## src/rtl/elevator_scheduler.sv

```systemverilog
// rtl/elevator_scheduler.sv - SCAN floor-call scheduler issuing one-floor hops to the stepper driver
// Owns current floor, latched calls, travel direction and the door dwell timer.
module elevator_scheduler #(
   parameter int NUM_FLOORS      = 4,
   parameter int STEPS_PER_FLOOR = 11719,
   parameter int DOOR_CYCLES     = 200000000,
   parameter int FW              = 3
) (
   input  logic                  clk,
   input  logic                  reset_n,
   input  logic [NUM_FLOORS-1:0] call_pulse,
   input  logic                  motor_done,
   output logic                  cmd_start,
   output logic                  cmd_dir,
   output logic [15:0]           cmd_steps,
   output logic [FW-1:0]         cur_floor,
   output logic [NUM_FLOORS-1:0] pending,
   output logic                  door_open,
   output logic                  moving
);
   localparam int              DW        = (DOOR_CYCLES > 1) ? $clog2(DOOR_CYCLES) : 1;
   localparam logic [DW-1:0]   DOOR_LAST = DW'(DOOR_CYCLES - 1);
   localparam logic [FW-1:0]   TOP_FLOOR = FW'(NUM_FLOORS - 1);

   typedef enum logic [1:0] {S_IDLE, S_START, S_MOVE, S_DOOR} state_t;

   state_t                r_state, w_state_nxt;
   logic [FW-1:0]         r_floor, w_floor_nxt;
   logic [NUM_FLOORS-1:0] r_pending, w_pending_nxt;
   logic                  r_dir, w_dir_nxt;
   logic [DW-1:0]         r_timer, w_timer_nxt;

   logic [FW-1:0]         w_hop_floor;
   logic [NUM_FLOORS-1:0] w_calls;
   logic [NUM_FLOORS-1:0] w_here_mask;
   logic [NUM_FLOORS-1:0] w_hop_mask;
   logic                  w_here_call;
   logic                  w_above_cur;
   logic                  w_below_cur;
   logic                  w_hop_hit;
   logic                  w_beyond_hop;

   // Floor reached if the current hop completes; clamped so it never leaves the shaft.
   always_comb begin
      w_hop_floor = r_floor;
      if (r_dir) begin
         if (r_floor != '0) w_hop_floor = r_floor - 1'b1;
      end else begin
         if (r_floor != TOP_FLOOR) w_hop_floor = r_floor + 1'b1;
      end
   end

   assign w_calls = r_pending | call_pulse;

   always_comb begin
      w_here_mask  = '0;
      w_hop_mask   = '0;
      w_here_call  = 1'b0;
      w_above_cur  = 1'b0;
      w_below_cur  = 1'b0;
      w_hop_hit    = 1'b0;
      w_beyond_hop = 1'b0;
      for (int i = 0; i < NUM_FLOORS; i++) begin
         if (FW'(i) == r_floor) begin
            w_here_mask[i] = 1'b1;
            w_here_call    = call_pulse[i];
         end
         if (FW'(i) == w_hop_floor) begin
            w_hop_mask[i] = 1'b1;
            w_hop_hit     = w_calls[i];
         end
         if (FW'(i) > r_floor) w_above_cur = w_above_cur | r_pending[i];
         if (FW'(i) < r_floor) w_below_cur = w_below_cur | r_pending[i];
         if (r_dir ? (FW'(i) < w_hop_floor) : (FW'(i) > w_hop_floor))
            w_beyond_hop = w_beyond_hop | w_calls[i];
      end
   end

   always_ff @(posedge clk or negedge reset_n) begin
      if (!reset_n) begin
         r_state   <= S_IDLE;
         r_floor   <= '0;
         r_pending <= '0;
         r_dir     <= 1'b0;
         r_timer   <= '0;
      end else begin
         r_state   <= w_state_nxt;
         r_floor   <= w_floor_nxt;
         r_pending <= w_pending_nxt;
         r_dir     <= w_dir_nxt;
         r_timer   <= w_timer_nxt;
      end
   end

   always_comb begin
      w_state_nxt   = r_state;
      w_floor_nxt   = r_floor;
      w_pending_nxt = w_calls;
      w_dir_nxt     = r_dir;
      w_timer_nxt   = r_timer;
      case (r_state)
         S_IDLE: begin
            // A call at the car's own floor opens the door instead of being latched.
            w_pending_nxt = w_calls & ~w_here_mask;
            if (w_here_call) begin
               w_state_nxt = S_DOOR;
               w_timer_nxt = '0;
            end else if (r_pending != '0) begin
               w_dir_nxt   = r_dir ? w_below_cur : ~w_above_cur;
               w_state_nxt = S_START;
            end
         end
         S_START: begin
            w_state_nxt = S_MOVE;
         end
         S_MOVE: begin
            if (motor_done) begin
               w_floor_nxt = w_hop_floor;
               if (w_hop_hit) begin
                  w_pending_nxt = w_calls & ~w_hop_mask;
                  w_state_nxt   = S_DOOR;
                  w_timer_nxt   = '0;
               end else if (w_beyond_hop) begin
                  w_state_nxt = S_START;
               end else begin
                  w_state_nxt = S_IDLE;
               end
            end
         end
         S_DOOR: begin
            w_pending_nxt = w_calls & ~w_here_mask;
            if (w_here_call) begin
               w_timer_nxt = '0;
            end else if (r_timer == DOOR_LAST) begin
               w_timer_nxt = '0;
               w_state_nxt = S_IDLE;
            end else begin
               w_timer_nxt = r_timer + 1'b1;
            end
         end
         default: w_state_nxt = S_IDLE;
      endcase
   end

   assign cmd_start = (r_state == S_START);
   assign moving    = (r_state == S_START) || (r_state == S_MOVE);
   assign door_open = (r_state == S_DOOR);
   assign cmd_dir   = r_dir;
   assign cmd_steps = 16'(STEPS_PER_FLOOR);
   assign cur_floor = r_floor;
   assign pending   = r_pending;

endmodule

```

## config.mk

```make
export PLATFORM = sky130hd
export DESIGN_NAME = elevator_scheduler
export DESIGN_NICKNAME = d
export VERILOG_FILES = /design/src/rtl/elevator_scheduler.sv
export SDC_FILE = /design/constraint.sdc
export NUM_CORES = 1
export LEC_CHECK = 0
export CAP_MARGIN = 20
export CORE_MARGIN = 4
export CORE_UTILIZATION = 57
export CTS_CLUSTER_SIZE = 30
export DETAILED_ROUTE_END_ITERATION = 8
export GPL_TIMING_DRIVEN = 1
export PLACE_DENSITY_LB_ADDON = 0.3
export SETUP_SLACK_MARGIN = 0.02
export SYNTH_ARGS = -nofsm -noshare
export SYNTH_HDL_FRONTEND = slang
export SYNTH_SLANG_ARGS = --single-unit
```

## constraint.sdc

```tcl
create_clock -name clk -period 3.99 [get_ports clk]
set_clock_uncertainty 0.1 [all_clocks]
set_input_delay 1.197 -clock clk [delete_from_list [all_inputs] [get_ports clk]]
set_output_delay 1.197 -clock clk [all_outputs]
set_load 0.02 [all_outputs]
```

Word level (Yosys, flattened, before mapping)
Index checks and enable logic that the tools add are counted.

word-level totals
  register bits = 38
  input bits = 7
  output and inout port bits = 27
  word-level logic and storage cells = 122

operators by class
  add/sub/neg operators = 3
  $lt $le $gt $ge = 16
  equality and inequality tests = 17
  multiplexer cells = 53
  bitwise operators = 16
  reductions and logical operators = 12

operator list
  kind                   count
  $mux 28                5
  $pmux 28 s3            1
  $mux 1                 34
  $add 28x1->28 const B  1
  $eq 28x28->1 const B   1
  $eq 2x3->1 const A     4
  $gt 1x3->1 const A     4
  $gt 2x3->1 const A     4
  $lt 1x3->1 const A     4
  $lt 2x3->1 const A     4
  $mux 2                 6
  $mux 3                 3
  $or 1x1->1             9
  $and 4x4->4            2
  $mux 4                 2
  $ne 2x2->1 const B     4
  $not 4->4              2
  $pmux 2 s4             1
  $pmux 4 s2             1
  $reduce_and 4->1       2
  $eq 1x3->1 const A     2
  $logic_not 3->1        2
  $reduce_bool 3->1      2
  $eq 2x2->1 const B     2
  other kinds (14)       15

Longest topological paths before layout
Gate-level depths: netlist (run 1).

  depth after elaboration = 16
  mapped depth = 12
  gate-level depth less buffers = 9

Worst setup path before layout (run 1)
OpenSTA, ideal clock, no wires.

  kind = input -> register
  start point = input port call_pulse[0]
  end point = register r_timer[27]
  library setup time = 0.124 ns
  data arrival time = 2.814 ns
  data required time = 3.766 ns
  setup slack = 0.952 ns
  stages = 9
  path buffers = 2
  cells stage by stage = nor2b_1 > a221oi_1 > o32a_1 > a21oi_2 > nand2b_1 > buf_2 > clkbuf_1 > a2111oi_4 > o21bai_1

on the way
  longest elaborated chain between the ends = 7

RTL lines
  element                     line  RTL
  from (decl)                 11    input logic [NUM_FLOORS-1:0] call_pulse,
  $or 4x4->4                  53    assign w_calls = r_pending | call_pulse;
  $mux 1 (4 in a row)         68    if (FW'(i) == w_hop_floor) begin
  $ne 2x2->1 (no line)        --
  $reduce_and 4->1 (no line)  --
  to (signal assigned)        91    r_timer <= w_timer_nxt;
  to (decl)                   31    logic [DW-1:0] r_timer, w_timer_nxt;

Several ways; a longest one is shown, not always the timed one.
A chain may end at the register's enable or synchronous reset.

Worst setup path in the final report (run 1)
  start point = input port call_pulse[0]
  end point = register r_timer[6]

The elaborated chain is that of the path after synthesis.

==> results of run 1 <==
cells in the mapped netlist, types with 2 or more instances:
cell and n:
sky130_fd_sc_hd__clkbuf_1 3, sky130_fd_sc_hd__buf_2 7, sky130_fd_sc_hd__conb_1 2, sky130_fd_sc_hd__and4_1 4
sky130_fd_sc_hd__nor2b_1 7, sky130_fd_sc_hd__a21oi_1 11, sky130_fd_sc_hd__nand2b_1 4, sky130_fd_sc_hd__a2111oi_2 4
sky130_fd_sc_hd__nand3_1 14, sky130_fd_sc_hd__buf_4 18, sky130_fd_sc_hd__or3_1 2, sky130_fd_sc_hd__nor2_1 27
sky130_fd_sc_hd__a211oi_1 4, sky130_fd_sc_hd__nor3_1 8, sky130_fd_sc_hd__o22ai_1 3, sky130_fd_sc_hd__a21o_1 14
sky130_fd_sc_hd__inv_1 13, sky130_fd_sc_hd__a21oi_2 4, sky130_fd_sc_hd__a2111oi_0 3, sky130_fd_sc_hd__dfrtp_1 38
sky130_fd_sc_hd__ha_1 10, sky130_fd_sc_hd__a22oi_1 4, sky130_fd_sc_hd__buf_6 6, sky130_fd_sc_hd__and3_1 5
sky130_fd_sc_hd__nand4_1 7, sky130_fd_sc_hd__nand2_1 25, sky130_fd_sc_hd__nor4_1 2, sky130_fd_sc_hd__o21bai_1 3
sky130_fd_sc_hd__and2_1 3, sky130_fd_sc_hd__o21ai_0 11, sky130_fd_sc_hd__a31oi_1 4, sky130_fd_sc_hd__a22o_1 29
sky130_fd_sc_hd__o2bb2ai_1 10
kinds of logic after synthesis:
group                      synth area share
AOI/OAI and AO/OA                     0.332
and+or+nand+nor                       0.194
buffers and inverters                0.0999
DFF                                   0.315
adders and majority gates            0.0414
muxes                                0.0145
other                               0.00249
power by group through the flow:
stage | logic [W] | registers [W] | clock network [W]
2_1_floorplan | 0.0000616 | 0.000397 | 0
5_1_grt | 0.0000759 | 0.000391 | 0.000364
3_3_place_gp | 0.0000676 | 0.000398 | 0
3_5_place_dp | 0.0000688 | 0.000398 | 0
4_1_cts | 0.0000690 | 0.000390 | 0.000350
6_report | 0.0000691 | 0.000390 | 0.000344
metal layers:
layer,share of wire,wire [um]
met1,0.47,3330
met2,0.46,3280
met3,0.058,413
met4,0.014,99
met5,0,0
state kept, by name, summed over array words and instances (netlist names):
signal / cells
r_timer: 28
pending: 4
cur_floor: 3
r_state: 2
cmd_dir: 1
worst paths after layout:
path	startpoint	endpoint	slack [ns]
setup / recovery	call_pulse[0]	r_timer[6]	0.63
hold / removal	r_timer[16]	r_timer[16]	0.44
setup reg to reg	cur_floor[1]	r_timer[6]	0.72
hold reg to reg	r_timer[16]	r_timer[16]	0.44
max in group asynchronous	reset_n	r_timer[8]	2.33
min in group asynchronous	reset_n	r_timer[1]	0.91
through the flow:
stage               worst slack, ns  utilization  total power [W]  area [um^2]  hold slack, ns
global placement              0.399        0.612         0.000465         3130           0.409
CTS                           0.661        0.634         0.000810         3240           0.438
floorplan                     0.952            -         0.000459         3070           0.382
global route                  0.495        0.634         0.000831         3240           0.462
detailed placement            0.341        0.612         0.000467         3130           0.414
finish                        0.628        0.634         0.000803         3240           0.438
layout make-up:
class	count	area share
repair buffers	24	0.0672
well taps	70	0.0270
flip-flops and latches	38	0.293
inverters	14	0.0162
clock buffers	6	0.0255
clock inverters	1	0.00927
multi-input cells	265	0.561
==> run summary, run 1 <==
The flow ran to the end, and the final reports show no timing, DRC or antenna violations. For this run, the leading register cell type out of synthesis is sky130_fd_sc_hd__dfrtp_1. The die outline area is 6530 um^2. Setup violations remaining at the end of the flow were counted as 0. The portion of the post-synthesis area used by sequential elements came out at 0.315. The DRC violation count after routing is 0. Setup repair after global routing left no endpoint under its margin. The worst setup path is captured at a register. The total number of cells along the worst setup path is 9. Traced cell by cell, the critical path runs through clkdlybuf4s50_1, nor2b_1, a221oi_1, o32a_1, a21oi_2, o211ai_2, a21oi_2, buf_4, a22o_1.

Global routing finished with a remaining overflow of 0. The global placer's final weighted congestion is 0.943. The sum of net half-perimeters after detailed placement is 5.05 mm. The number of buffers created by CTS is 5. The total number of vias is 2629. Of all cell types, the one taking the most synthesized area is sky130_fd_sc_hd__dfrtp_1.

The total wire length is 7.12 mm. The share of cells above drive strength 1 came out at 0.101. The element type at the critical path start is an input pin. For this design, the slowest cell found on the critical path is sky130_fd_sc_hd__clkdlybuf4s50_1. The net switching share of the total power is 0.244. For met1 alone, demand over resource in global routing was 0.336. The via count of the first global-routing pass was 2470. The async set-reset flop share out of synthesis came out at 1.00. The cell sitting at the root of the clock tree is a sky130_fd_sc_hd__clkbuf_8. The Yosys warning count came out at 0. The peak per-stage delay on the critical path is 0.47 ns. The global-route usage over all layers came out at 0.237. The worst hold path belongs to the class register to register. The global-route wire length before repair came out at 12.0 mm. The detail route stage leaves a number of antenna-violating nets equal to 0. In this run, synthesis inferred 0 flip-flops with an integrated enable. The floorplan row count is 26. The post-layout minimum cycle time came out at 3.36 ns.

The level count of the clock H-tree came out at 2. The average instance in the mapped netlist occupies 8.96 um^2. The average via count per standard cell is 6.29. For this design the ratio of total power to cell area is 248 nW/um^2.

In the layout the commonest cells are sky130_fd_sc_hd__dfrtp_1, sky130_fd_sc_hd__a22o_1, sky130_fd_sc_hd__nor2_1. The top-level I/O count came out at 34. The number of max-slew violations in the final report came out at 0. The maximum frequency from static timing analysis is 0.297 GHz.

The combined buffer and inverter count along the critical path came out at 2. The number of design-rule violations left by the first detailed-router iteration is 215. The arrival time of the worst setup path came out at 3.50 ns. Relative to the synthesized area, the layout overhead comes to 7.34%. 0 antenna diodes ended up in the layout.

The max capacitance violation total is 0. The die height came out at 80.8 um. met2 is the most crowded layer. The share of power burned in registers came out at 0.486.

The combinational share of power came out at 0.086. The number of hold-slack violations in the final timing report came out at 0. The depth of the worst register-to-register path is 10. The count of cells along the worst hold path is 1. The area share of the largest cell type after synthesis came out at 0.315. The area of combinational cells with multiple inputs came out at 1820 um^2.

The effective utilization at floorplan came out at 0.591. The met3 usage in global routing came out at 0.0421. Gates resized during post-CTS repair numbered 0. The clock slew at the register clock pins of the worst setup and hold paths is 0.07 ns. The leakage power is 1.42 nW.

The largest driver fanout on the critical path is 10. After floorplanning, the core was sized to cover 5110 um^2. The switching power total came out at 0.000196 W. TritonCTS built the clock tree.

The count of TritonRoute iterations in the first routing pass is 5. The initial antenna violation count came out at 0. The transition at the pin with the smallest max-transition slack is 0.875 ns. VDD sags by at most 143 uV. The number of distinct library cells after synthesis came out at 61. The share of the clock period used by the worst path after layout is 0.843. The clock latency reported for the late side of the worst-skew pair is 0.30 ns. The summed instance area of the synthesized netlist is 3020 um^2. The pin count of the biggest net entering global routing is 39. The critical path is of the input pin to register type. The final-layout setup total negative slack is 0 ns. The internal power of the cells totals 0.000607 W. The portion of total power attributed to the clock network came out at 0.428. Measured against its own limit, the worst slew margin works out to 0.416. The count of buffers from port buffering is 17. For met2 alone, demand over resource in global routing was 0.368. No sink is reached through more buffers than the 2 on the longest clock path. The library cell used most frequently in the layout, excluding fill and tap cells, is sky130_fd_sc_hd__dfrtp_1. The number of instances in the synthesized netlist came out at 337.

After synthesis, the cell types taking the most area are sky130_fd_sc_hd__dfrtp_1, sky130_fd_sc_hd__a22o_1, sky130_fd_sc_hd__buf_4, sky130_fd_sc_hd__ha_1, sky130_fd_sc_hd__a21o_1. The post-CTS repair timing setup buffer count is 0. The number of sinks driven by the clock tree came out at 38. The storage element area is 951 um^2.

Among the stages of the critical path, the cell type that occurs most often is sky130_fd_sc_hd__a21oi_2. The required arrival time at the worst endpoint came out at 4.12 ns. The number of flip-flops and latches in the synthesized netlist came out at 38. The number of standard cells in the final layout excluding fillers is 418. The net count of the finished layout came out at 365. The cell family contributing the most delay on the critical path is compound AO/OA/AOI/OAI gates. The floorplan step set the die width to 80.8 um. The number of instances in the placed design is 411. The count of hold buffers inserted by post-cts repair is 0. The average wire per standard cell came out at 17.0 um. The number of fill cells is 449.
Note: power is estimated with default switching activity, not from simulation.
==> inputs of run 2 (changes only) <==
--- a/config.mk
+++ b/config.mk
@@ -7,7 +7,7 @@
 export LEC_CHECK = 0
 export CAP_MARGIN = 20
 export CORE_MARGIN = 4
-export CORE_UTILIZATION = 57
+export CORE_UTILIZATION = 52
 export CTS_CLUSTER_SIZE = 30
 export DETAILED_ROUTE_END_ITERATION = 8
 export GPL_TIMING_DRIVEN = 1
==> constraint.sdc (replaced) <==
create_clock -name clk -period 2.8 [get_ports clk]
set_clock_uncertainty 0.1 [all_clocks]
set_input_delay 0.84 -clock clk [delete_from_list [all_inputs] [get_ports clk]]
set_output_delay 0.84 -clock clk [all_outputs]
set_load 0.02 [all_outputs]
==> run summary, run 2 (synthesized netlist as in run 1, its figures left out) <==
The number of routed nets with antenna violations is 0. The standard cell area after detailed placement came out at 3360 um^2. The sum of net half-perimeters after detailed placement came out at 5.37 mm. Of all nets on the critical path, the largest fanout is 5. The area of the core is 5570 um^2.

TritonCTS built the clock tree. The max capacitance violation total came out at 0. The number of design-rule violations left by the first detailed-router iteration is 192.

Timing would allow up to 0.365 GHz. The slowest stage cell on the critical path is sky130_fd_sc_hd__clkdlybuf4s50_1. For the pin with the worst max-slew slack, the measured transition is 0.589 ns. The combined buffer and inverter count along the critical path came out at 4. The run finished with clean final reports. Broken down by cell family, the worst path's largest delay share belongs to buffers and inverters.

Data on the critical path arrives at its endpoint at 2.82 ns. The min-delay analysis places its worst path in the category register to register. The later pin in the worst-skew pair is clocked with a latency of 0.29 ns. The clock slew at the register clock pins of the worst setup and hold paths came out at 0.07 ns. The required arrival time at the worst endpoint is 2.88 ns. In the final design database the tool counted 400 nets. The clock tree root driver cell is sky130_fd_sc_hd__clkbuf_8. The peak per-stage delay on the critical path is 0.44 ns. The average via count per standard cell is 6.22. The number of buffers on the longest clock path is 2. The worst-case IR drop observed on VDD is 275 uV.

The die height came out at 84.2 um. The number of placed instances, taps included, is 441. Setup repair after global routing could not meet its margin everywhere. The width of the chip is 84.2 um. The register with the most flip-flops in the layout has 28 of them. The number of standard cells in the final layout excluding fillers came out at 455. For this block, the via count after detailed routing is 2832.

The congestion estimate from routability-driven global placement came to 0.869. Dividing the final minimum period by the clock period gives 0.979. The register with the most flip-flops in the final layout is r_timer. The global-route usage over all layers came out at 0.216.

The die covers 7090 um^2. The sum of met3 wire segment lengths after detailed routing is 518 um. The remaining max-slew budget at the tightest pin is 0.608. The via count of the first global-routing pass came out at 2604.

The pin count of the biggest net entering global routing came out at 25. The final-layout setup total negative slack came out at 0 ns. The number of sinks driven by the clock tree is 38. The power density over the cells came out at 313 nW/um^2. The number of max-slew violations in the final report came out at 0.

The floorplan row count came out at 27. The count of TritonRoute iterations in the first routing pass is 5. In the routed design, unresolved DRC markers number 0.

The leakage power is 1.67 nW. The sum of overflow across all layers after global routing is 0. The number of buffers created by CTS came out at 5. For this configuration, the core starts out at a cell density of 0.542. The top metal layer carrying routed signals is met4.

The count of final setup violators is 0. The category of the worst setup path capture point is a register. Leaving out fill and tap cells, the most frequent cell in the layout is sky130_fd_sc_hd__dfrtp_1. The level count of the clock H-tree is 2. The global-route wire length before repair came out at 12.6 mm. The antenna cell count is 0. The total wire length came out at 7.74 mm.

Walking the worst path, the cells encountered are clkdlybuf4s50_1, nor2_2, inv_1, a211oi_2, a211oi_4, o211ai_4, buf_6, a21oi_4, buf_12, mux2_2. The detailed-route wire length on metal 1 came out at 3.36 mm. The area growth from synthesis to layout is 23.2%. The count of buffers from port buffering is 17.

The element type at the critical path start is an input pin. The top-level I/O count came out at 34. The number of hold-slack violations in the final timing report is 0. The detailed route wirelength on metal2 came out at 3.67 mm. In the final routed layout, each cell accounts on average for 17.0 um. After layout, the minimum clock period comes to 2.74 ns. The area of all placed cells without fillers came out at 3720 um^2. The share of cells above drive strength 1 is 0.230. The total power draw is 0.00116 W. The kind of critical path is input pin to register. The initial antenna violation count is 0.

In the layout the commonest cells are sky130_fd_sc_hd__dfrtp_1, sky130_fd_sc_hd__buf_4, sky130_fd_sc_hd__a22o_1.
==> run 2: cell count changes in the layout (fill, tap and decap cells not counted), moves of 3 or more <==
cell / delta
sky130_fd_sc_hd__a2111oi_0: -3
sky130_fd_sc_hd__a21oi_2: -3
sky130_fd_sc_hd__a21oi_4: +3
sky130_fd_sc_hd__buf_4: +27
sky130_fd_sc_hd__buf_6: +5
sky130_fd_sc_hd__clkdlybuf4s50_1: -4
sky130_fd_sc_hd__dfrtp_1: -3
sky130_fd_sc_hd__dfrtp_2: +3
sky130_fd_sc_hd__dlymetal6s2s_1: +3
sky130_fd_sc_hd__ha_1: -3
==> run 2: power breakdown <==
part           leakage, nW  internal [W]  switching, W
registers            0.497      0.000552    0.00000403
logic                 1.12     0.0000503     0.0000792
clock network       0.0573      0.000285      0.000194
==> run 2: cell type report <==
type | count | area (um^2)
Sequential cell | 38 | 955
Multi-Input combinational cell | 265 | 1960
Tap cell | 72 | 90.1
Timing Repair Buffer | 59 | 556
Clock inverter | 1 | 30.0
Inverter | 14 | 52.6
Clock buffer | 6 | 82.6
Fill cell | 465 | 1850
==> run 2: path summary, 6_finish.rpt <==
path / startpoint / endpoint / slack, ns / cells after the start
max in group asynchronous: reset_n / r_timer[25] / 1.53 / 2
min in group asynchronous: reset_n / r_timer[0] / 0.45 / 1
hold reg to reg: r_timer[25] / r_timer[25] / 0.44 / 1
setup / recovery: call_pulse[3] / r_timer[0] / 0.06 / 10
setup reg to reg: cur_floor[1] / r_timer[0] / 0.08 / 11
hold / removal: r_timer[25] / r_timer[25] / 0.44 / 1
==> run 2: repair_timing <==
item,in CTS,in global routing
resized for setup,10,26
pin swaps,4,7
buffers inserted,1,4
gates cloned,1,1
hold buffers,0,0
setup endpoints to repair,26,28
==> run 2: per-layer routing <==
layer | track usage | vias up
li1 | - | 1330
met1 | 0.297 | 1365
met3 | 0.0491 | 24
met2 | 0.337 | 113
met5 | 0 | -
met4 | 0.0673 | 0
==> run 2: metrics by stage <==
stage	util	hold WS (ns)	setup slack [ns]
after floorplan	-	0.382	0.0278
after global placement	0.603	0.407	-0.329
after detailed placement	0.603	0.414	-0.407
after CTS	0.635	0.437	0.0225
after global routing	0.668	0.470	-0.00690
final	0.668	0.437	0.0596
==> inputs of run 3 (changes only) <==
--- a/config.mk
+++ b/config.mk
@@ -6,8 +6,10 @@
 export NUM_CORES = 1
 export LEC_CHECK = 0
 export CAP_MARGIN = 20
+export CELL_PAD_IN_SITES_DETAIL_PLACEMENT = 1
+export CELL_PAD_IN_SITES_GLOBAL_PLACEMENT = 1
 export CORE_MARGIN = 4
-export CORE_UTILIZATION = 52
+export CORE_UTILIZATION = 39
 export CTS_CLUSTER_SIZE = 30
 export DETAILED_ROUTE_END_ITERATION = 8
 export GPL_TIMING_DRIVEN = 1
==> run summary, run 3 (synthesized netlist as in run 1, its figures left out) <==
The run finished, with violations left. The final reports fail on setup timing. The cell sitting at the root of the clock tree is a sky130_fd_sc_hd__clkbuf_8. Using the TritonRoute via totals, the vias-per-cell ratio works out to 6.15. In this design, the largest share of critical-path delay is due to multiplexers. Walking the worst path, the cells encountered are clkinv_4, ha_4, nand2b_4, mux4_2, nand2_2, a221oi_4, o211ai_4, buf_12, a21oi_4, buf_12, mux2_2. By startpoint and endpoint, the worst setup path is classified as register to register. The final worst-path setup slack came out at -0.0443 ns. The category of the worst setup path capture point is a register. The transition at the pin with the smallest max-transition slack is 0.676 ns. The top metal layer carrying routed signals is met4. Setup violations remaining at the end of the flow were counted as 10.

Row generation in the floorplan step produced 31 rows. The width of the chip came out at 96.0 um. The count of TritonRoute iterations in the first routing pass is 5. After detailed routing, the wire length on met1 is 4.57 mm.

The number of standard cells in the final layout excluding fillers is 501. Summed over all nets, wire length on met2 after detailed routing comes to 5.68 mm. The timing startpoint of the critical path is cur_floor[0]. The number of hold-slack violations in the final timing report came to 0. The initial antenna violation count is 0. The pin count of the biggest net entering global routing is 26. The required arrival time at the worst endpoint is 2.89 ns. The area of the core is 7370 um^2.

Counting tap cells, the placed design contains a total of 476 instances. The via count of the first global-routing pass is 3043. In this run, CTS created clock tree buffers numbering 5. The number of fill cells is 822.

The antenna cell count is 0. The share of cells above drive strength 1 is 0.281. The critical path ends at r_timer[0]. The register with the most flip-flops in the final layout is r_timer.

After legalization and detailed placement, the total HPWL measured 6.56 mm. At the end of the flow the core is filled with cells to 0.551. The worst register-to-register path ends at r_timer[0]. Summed over all cells, the static leakage comes to 1.81 nW. The die height came out at 96.0 um. The startpoint identified for the worst register-to-register timing path is cur_floor[0].

Together, buffers and inverters on the worst path number 3. The flip-flop count of the largest register after layout came out at 28. In the final design database the tool counted 418 nets. For this run, design rule violations remaining after detail routing come to 0. The effective utilization at floorplan came out at 0.410. The final-layout setup total negative slack came out at -0.228 ns. The maximum frequency from static timing analysis came out at 0.352 GHz. The area of all placed cells without fillers is 4060 um^2. The count of buffers from port buffering is 17. Setup repair after global routing could not meet its margin everywhere. The die covers 9210 um^2. The tightest hold path in the finished design has a slack of 0.438 ns.

The number of max-slew violations in the final report came out at 0. The total wire length came out at 11.0 mm. The growth of design area from synthesis to finish came out at 34.5%. The average wire per standard cell is 22.0 um. The remaining max-slew budget at the tightest pin is 0.545.

The number of design-rule violations left by the first detailed-router iteration is 185. The share of the clock period used by the worst path after layout is 1.02. The number of sinks driven by the clock tree came out at 38. In this run the count of I/O pins placed on the die edge is 34. After clock tree synthesis, the clock-pin slew on the worst setup and hold paths is 0.08 ns. In the layout the commonest cells are sky130_fd_sc_hd__buf_4, sky130_fd_sc_hd__dfrtp_1, sky130_fd_sc_hd__a22o_1.

Across the run, the number of max-cap violations was 0. The peak per-stage delay on the critical path came out at 0.53 ns. The routed design uses 525 um of met3 wire. The depth of the worst register-to-register path is 11. Along the worst path, the maximum fanout reaches 6. The worst setup path is launched from a register.

The global-route wire length before repair came out at 16.2 mm. Across every metal layer, demand over resource in global routing totals 0.231. The worst-case register-to-register setup slack came out at -0.04 ns. The min-delay analysis places its worst path in the category register to register. The most common cell after layout, fill and taps aside is sky130_fd_sc_hd__buf_4. The total number of vias is 3080. The clock tree from TritonCTS is yes. The number of buffers on the longest clock path is 2. The level count of the clock H-tree came out at 2. The standard cell area after detailed placement came out at 3490 um^2. The arrival time of the worst setup path came out at 2.93 ns. The number of routed nets with antenna violations is 0.

Counting stages on the worst path, the most repeated cell is sky130_fd_sc_hd__buf_12. The sum of overflow across all layers after global routing is 0. The total number of cells along the worst setup path came out at 11. The peak supply drop is 225 uV. The power density over the cells is 275 nW/um^2. On the critical path, the stage with the largest delay is an instance of sky130_fd_sc_hd__mux4_2. The post-layout minimum cycle time is 2.84 ns. The count of hold buffers inserted by post-cts repair is 0. The global placer's final weighted congestion is 0.956.

The clock latency reported for the late side of the worst-skew pair is 0.30 ns.
[run 3: cell count changes in the layout (fill, tap and decap cells not counted), sizes merged]
cell / delta
inv: -1
clkinv: +2
dlygate4sd2: +4
bufinv: -1
clkdlybuf4s50: -2
dlymetal6s2s: -2
clkinvlp: +1
buf: +19
clkbuf: -1
[run 3: metal layers]
| layer | up-vias | track usage |
|---|---|---|
| met5 | - | 0 |
| met4 | 0 | 0.0652 |
| li1 | 1368 | - |
| met2 | 131 | 0.397 |
| met3 | 24 | 0.0336 |
| met1 | 1557 | 0.300 |
[run 3: what timing repair did]
item	CTS	global route
buffers inserted	8	8
gates resized for setup	35	26
endpoints found under the setup margin	27	32
cloned	4	0
pin swaps	10	19
[run 3: cell type report]
class | count | area (um^2) | share of cell area
timing repair buffer | 77 | 782 | 0.193
tap | 99 | 124 | 0.0305
clock buffer | 6 | 82.6 | 0.0203
inverter | 14 | 62.6 | 0.0154
clock inverter | 2 | 12.5 | 0.00308
multi-input combinational | 265 | 2040 | 0.503
sequential | 38 | 953 | 0.235
[run 3: power breakdown]
part | internal [W] | switching, W | leakage [nW]
Clock | 0.000198 | 0.000214 | 0.0472
Sequential | 0.000552 | 0.00000406 | 0.499
Combinational | 0.0000596 | 0.0000899 | 1.26
Total | 0.000809 | 0.000308 | 1.81
[run 3: metrics by stage]
| step | power (W) | setup WS, ns |
|---|---|---|
| detailed placement | 0.000686 | -0.371 |
| global placement | 0.000683 | -0.314 |
| global route | 0.00115 | -0.128 |
| floorplan | 0.000654 | 0.0278 |
| CTS | 0.00112 | 0.00279 |
| finish | 0.00112 | -0.0443 |
[run 3: worst min path at each step]
stage / cells after the start / startpoint / endpoint / slack, ns
3_3_place_gp: 1 / r_timer[16] / r_timer[16] / 0.40
5_1_grt: 1 / reset_n / r_timer[4] / 0.47
6_report: 1 / r_timer[21] / r_timer[21] / 0.44
4_1_cts: 1 / r_timer[21] / r_timer[21] / 0.44
2_1_floorplan: 1 / r_timer[16] / r_timer[16] / 0.38
3_5_place_dp: 1 / r_timer[17] / r_timer[17] / 0.42
